## config.mk

```make
export PLATFORM = sky130hd
export DESIGN_NAME = reset_sequencer
export DESIGN_NICKNAME = d
export VERILOG_FILES = /design/src/rtl/rst_seq_pkg.sv /design/src/rtl/reset_sequencer.sv
export SDC_FILE = /design/constraint.sdc
export NUM_CORES = 1
export LEC_CHECK = 0
export BUFFER_PORTS_ARGS = -buffer_cell sky130_fd_sc_hd__buf_2
export CAP_MARGIN = 20
export CORE_MARGIN = 2
export CORE_UTILIZATION = 45
export CTS_BUF_LIST = sky130_fd_sc_hd__clkbuf_4
export DETAILED_ROUTE_END_ITERATION = 7
export GPL_ROUTABILITY_DRIVEN = 0
export GPL_TIMING_DRIVEN = 0
export PLACE_DENSITY = 0.6
export SETUP_SLACK_MARGIN = 0.5
export SYNTH_ARGS = -nofsm -noshare
export SYNTH_HDL_FRONTEND = slang
export SYNTH_SLANG_ARGS = --single-unit
```

## constraint.sdc

```tcl
create_clock -name aclk -period 2.35 [get_ports aclk]
set_input_delay 0.47 -clock aclk [delete_from_list [all_inputs] [get_ports aclk]]
set_output_delay 0.47 -clock aclk [all_outputs]
set_load 0.1 [all_outputs]
```

## src/rtl/rst_seq_pkg.sv

```systemverilog
// Shared types and constants for the reset sequencer.
package rst_seq_pkg;

  typedef enum logic [1:0] {
    ST_STRETCH    = 2'd0,
    ST_WAIT_READY = 2'd1,
    ST_STAGGER    = 2'd2,
    ST_RUN        = 2'd3
  } rst_seq_state_t;

  localparam int RST_SEQ_MAX_DOMAINS = 8;
  localparam int RST_SEQ_IDX_W       = $clog2(RST_SEQ_MAX_DOMAINS);

  // Largest of three cycle counts; sizes the shared counter.
  function automatic int max3(input int a, input int b, input int c);
    int m;
    m = (a > b) ? a : b;
    return (m > c) ? m : c;
  endfunction

endpackage

```

## src/rtl/reset_sequencer.sv

```systemverilog
// Reset sequencer: stretches the system reset, then releases NUM_DOMAINS
// reset domains one at a time, waiting for each to report ready (or time
// out) and inserting a stagger gap before the next. RUN accepts a software
// reset request that restarts the whole sequence.
module reset_sequencer
  import rst_seq_pkg::*;
#(
  parameter int NUM_DOMAINS    = 3,
  parameter int STRETCH_CYCLES = 128,
  parameter int STAGGER_CYCLES = 4,
  parameter int READY_TIMEOUT  = 1024
) (
  input  logic                   aclk,
  input  logic                   aresetn,
  input  logic                   i_sw_rst_req,
  input  logic [NUM_DOMAINS-1:0] i_domain_ready,
  output logic [NUM_DOMAINS-1:0] o_rst,
  output logic                   o_busy,
  output logic [NUM_DOMAINS-1:0] o_timeout_err,
  output logic [1:0]             o_state
);

  localparam int CNT_MAX = max3(STRETCH_CYCLES, READY_TIMEOUT, STAGGER_CYCLES);
  localparam int CNT_W   = $clog2(CNT_MAX + 1);
  localparam int STG_LAST_I = (STAGGER_CYCLES > 0) ? STAGGER_CYCLES - 1 : 0;

  localparam logic [CNT_W-1:0]         STRETCH_LAST = CNT_W'(STRETCH_CYCLES - 1);
  localparam logic [CNT_W-1:0]         TIMEOUT_LAST = CNT_W'(READY_TIMEOUT - 1);
  localparam logic [CNT_W-1:0]         STAGGER_LAST = CNT_W'(STG_LAST_I);
  localparam logic [RST_SEQ_IDX_W-1:0] LAST_IDX     = RST_SEQ_IDX_W'(NUM_DOMAINS - 1);

  rst_seq_state_t             state;
  logic [CNT_W-1:0]           cnt;
  logic [RST_SEQ_IDX_W-1:0]   idx;
  logic [NUM_DOMAINS-1:0]     cur_mask;
  logic [NUM_DOMAINS-1:0]     nxt_mask;
  logic                       rdy_sel;

  assign o_state = state;

  // Decode the current domain index: its ready bit, its own mask and the
  // mask of the domain released next. Only the released domain is sampled.
  always_comb begin
    cur_mask = '0;
    nxt_mask = '0;
    rdy_sel  = 1'b0;
    for (int d = 0; d < NUM_DOMAINS; d++) begin
      if (idx == RST_SEQ_IDX_W'(d)) begin
        cur_mask[d] = 1'b1;
        rdy_sel     = i_domain_ready[d];
      end
      if (idx + RST_SEQ_IDX_W'(1) == RST_SEQ_IDX_W'(d)) nxt_mask[d] = 1'b1;
    end
  end

  // Sequencer FSM with registered outputs; synchronous reset wins everywhere.
  always_ff @(posedge aclk) begin
    if (!aresetn) begin
      state         <= ST_STRETCH;
      cnt           <= '0;
      idx           <= '0;
      o_rst         <= '1;
      o_busy        <= 1'b1;
      o_timeout_err <= '0;
    end else begin
      case (state)
        ST_STRETCH: begin
          if (cnt == STRETCH_LAST) begin
            o_rst[0] <= 1'b0;
            idx      <= '0;
            cnt      <= '0;
            state    <= ST_WAIT_READY;
          end else begin
            cnt <= cnt + 1'b1;
          end
        end
        ST_WAIT_READY: begin
          if (rdy_sel || cnt == TIMEOUT_LAST) begin
            // A timeout still counts as done so bring-up never stalls.
            if (!rdy_sel) o_timeout_err <= o_timeout_err | cur_mask;
            cnt <= '0;
            if (idx == LAST_IDX) begin
              state  <= ST_RUN;
              o_busy <= 1'b0;
            end else if (STAGGER_CYCLES == 0) begin
              o_rst <= o_rst & ~nxt_mask;
              idx   <= idx + 1'b1;
            end else begin
              state <= ST_STAGGER;
            end
          end else begin
            cnt <= cnt + 1'b1;
          end
        end
        ST_STAGGER: begin
          if (cnt == STAGGER_LAST) begin
            o_rst <= o_rst & ~nxt_mask;
            idx   <= idx + 1'b1;
            cnt   <= '0;
            state <= ST_WAIT_READY;
          end else begin
            cnt <= cnt + 1'b1;
          end
        end
        ST_RUN: begin
          // Software reset restarts the full sequence; timeout flags persist.
          if (i_sw_rst_req) begin
            o_rst  <= '1;
            o_busy <= 1'b1;
            cnt    <= '0;
            idx    <= '0;
            state  <= ST_STRETCH;
          end
        end
        default: state <= ST_STRETCH;
      endcase
    end
  end

endmodule

```

==> results.md <==
* Nets at 170
* Slowest stage delay, CP at approximately 0.6 ns
* Flop2flop setup slack at 0.55 ns
* Ant diodes at 0
* Storage cell area at ~480 um2
* Cells along the critical path: or4_4 -> nor4bb_4 -> buf_4 -> a211o_4 -> buf_6 -> a21oi_1
* Register bit total from synthesis at 23
* WL met2 at between 1 and 1.5 mm
* Syn Inst Count at 132
* Num Clock Sinks at 23
* Hold Crit Depth at 1
* Register area share after synthesis at 37.2%
* Syn_nets at around 150
* Routed Antenna Nets at 0
* Worst min-delay path class: flip-flop to flip-flop
* Length of routed met3 wiring at about 80 um
* Path depth of the worst reg2reg path at 6
* Area of the multi-input gates at approximately 850 um2
* TritonCTS clock tree: built
* DIE AREA at approximately 0.0032 mm2
* Setup-failing EPs final at 0
* Pin count of the biggest net entering global routing at 13
* H-tree depth at 1
* Highest routed layer: met4
* Worst setup SP type: flip-flop
* Initial antenna violation count at 0
* Hold-fix buffer count after cts at 0
* Rel. slew slack at between 60% and 70%
* Worst r2r dst: cnt[4]$_SDFFE_PN0N_
* Slowest cell on crit path: or4_4
* Tot GR Track Use at roughly 18%
* Layout area overhead at 27.2%
* Vias per cell at 5.80
* CP Max Fanout at 7
* Setup Skew at between 0.009 and 0.01 ns
* Ys async rst share at 0%
* Die width at around 56 um
* Setup TNS at 0 ns
* Reg clk slew, reported paths at ~0.14 ns
* RSZ-0062 raised after global routing: yes
* Hold Fails Final Rpt at 0
* Hold_sp: o_busy$_SDFFE_PN1P_
* Share of post-route cells with drive strength above 1 at between 30% and 40%
* DRC at 0
* Most frequent cells in the layout: buf_2, dfxtp_1, a21oi_1
* Starting Density at 46.0%
* Fin. max-slew vios at 0
* Pwr Density at 405 mW/mm2
* Measured slew at the worst slew-check pin at around 0.49 ns
* I/O Buffers at 14
* Critical Path AT at 2.01 ns
* Ports at 15
* Cell variety after synth at 40
* Status: finished, final reports clean
* Final cycle utilization of the critical path at between 70% and 80%
* First-pass GRT wire length at about 4.6 mm
* Remaining Overflow, GRT at 0
* Die height at roughly 56 um
* Peak VDD IR at ~310 uV
* Avg WL per Cell at ~15 um
* Std cell rows at 19
* Initial drt markers at 19
* Pleak at roughly 0.63 nW
* Yosys warnings at 0
* Core Region at 0.00269 mm2
* Number of flops mapped to enable cells by yosys at 0
* Final Util at slightly below 60%
* Minimum clock period at 1.80 ns
* Vias in the first global route at 1069
* Root Driver: clkbuf_4
* Pre-Repair DR Iteration Count at 4
* Synthesized area at approximately 0.0012 mm2
* Wire length on met1 at approximately 1.3 mm
* CP endpoint kind: flip-flop
* Min Hold Slack at ~0.46 ns
* Clk_lat worst skew at 0.31 ns
* Synth Area per Inst at around 9.4 um2
* Crit path kind: flip-flop to flip-flop
* Hold EP: o_busy$_SDFFE_PN1P_
* CP required at 2.56 ns
* Ys flop type: dfxtp_1
* Num CTS Buffers at 3
* Fill cell count at 243
* Max Cap Violations at 0
* Worst R2R Start: cnt[8]$_SDFFE_PN0N_
* Dpl hpwl at approximately 1.8 mm
* Drt total wl at about 2.7 mm
* CTS max path bufs at 2
* Vias at between 1000 and 1500
* Fmax at 0.556 GHz
-- final cells by class --
class / instances / area share [%]
multi-input cells: 98 / 54.1
flip-flops and latches: 23 / 30.5
repair buffers: 19 / 7.08
plain buffers: 7 / 2.94
well taps: 31 / 2.47
clock buffers: 4 / 1.91
inverters: 4 / 0.955
-- synth_stat cells (2+ instances only) --
library cell,n,area (um2)
a21boi_0,2,15.0
buf_2,3,15.0
nand3_1,7,35.0
nand2_1,8,30.0
dfxtp_1,23,460
nor4_1,5,31.3
a22o_1,3,26.3
a21o_1,4,30.0
inv_1,4,15.0
a21oi_1,12,60.1
nand3b_1,5,37.5
clkbuf_1,3,11.3
nor3_1,3,15.0
nand2b_1,3,18.8
nor4b_1,2,17.5
ha_1,8,100
o31ai_1,3,22.5
xor2_1,3,26.3
and3b_1,2,17.5
nor2_1,3,11.3
xnor2_1,7,61.3
-- power by group --
| group | internal, mW | switching, mW | total (mW) |
|---|---|---|---|
| Combinational | 0.0217 | 0.0216 | 0.0433 |
| Clock | 0.0776 | 0.120 | 0.198 |
| Sequential | 0.390 | 0.00593 | 0.396 |
| Total | 0.489 | 0.148 | 0.637 |
-- what timing repair did --
item	in CTS	in global routing
buffers inserted	1	3
setup endpoints to repair	16	17
resized for setup	12	24
endpoints found under the hold margin	0	0
pin swaps	0	1
gates cloned	0	1
-- per-layer routing --
metal | vias to the layer above | track usage, %
met5 | - | 0
met4 | 0 | 5.10
met3 | 2 | 2.30
met2 | 16 | 31.4
met1 | 520 | 23.2
li1 | 541 | -
-- through the flow --
stage	instance area [um2]	setup slack [ns]	instances	total power [mW]
2_1_floorplan	1240	0.540	132	0.429
3_3_place_gp	1350	0.355	177	0.440
3_5_place_dp	1350	0.296	177	0.441
4_1_cts	1430	0.504	182	0.638
5_1_grt	1570	0.467	186	0.668
6_report	1570	0.551	186	0.637
-- sequential cells by signal, indices dropped and copies added (netlist names) --
| register | flops |
|---|---|
| cnt | 11 |
| o_timeout_err | 3 |
| o_state | 2 |
| o_busy | 1 |
| o_rst | 3 |
| idx | 3 |
-- worst max path at each step --
stage | start | to | slack [ns] | cells past startpoint
floorplan | idx[0]$_SDFFE_PN0P_ | cnt[0]$_SDFFE_PN0N_ | 0.54 | 7
global placement | idx[0]$_SDFFE_PN0P_ | cnt[0]$_SDFFE_PN0N_ | 0.36 | 7
detailed placement | idx[0]$_SDFFE_PN0P_ | cnt[7]$_SDFFE_PN0N_ | 0.30 | 7
CTS | cnt[9]$_SDFFE_PN0N_ | cnt[7]$_SDFFE_PN0N_ | 0.50 | 6
global route | idx[1]$_SDFFE_PN0P_ | cnt[1]$_SDFFE_PN0N_ | 0.47 | 7
finish | cnt[8]$_SDFFE_PN0N_ | cnt[4]$_SDFFE_PN0N_ | 0.55 | 6
-- worst max-delay path: cells and delay by family (launching register included) --
kind / cells / cell delay (ns)
simple gates: 2 / 0.86
flops: 1 / 0.37
compound gates: 2 / 0.18
buf+inv: 2 / 0.31
-- logic make-up after synthesis --
| logic type | after synthesis | synth area share (%) |
|---|---|---|
| flops | 23 | 37.2 |
| compound gates | 34 | 19.8 |
| xor+xnor | 10 | 7.09 |
| buf+inv | 11 | 4.25 |
| fa+ha+maj | 8 | 8.10 |
| mux | 1 | 0.810 |
| simple gates | 45 | 22.7 |
No activity file was read; power rests on OpenSTA's default activity.
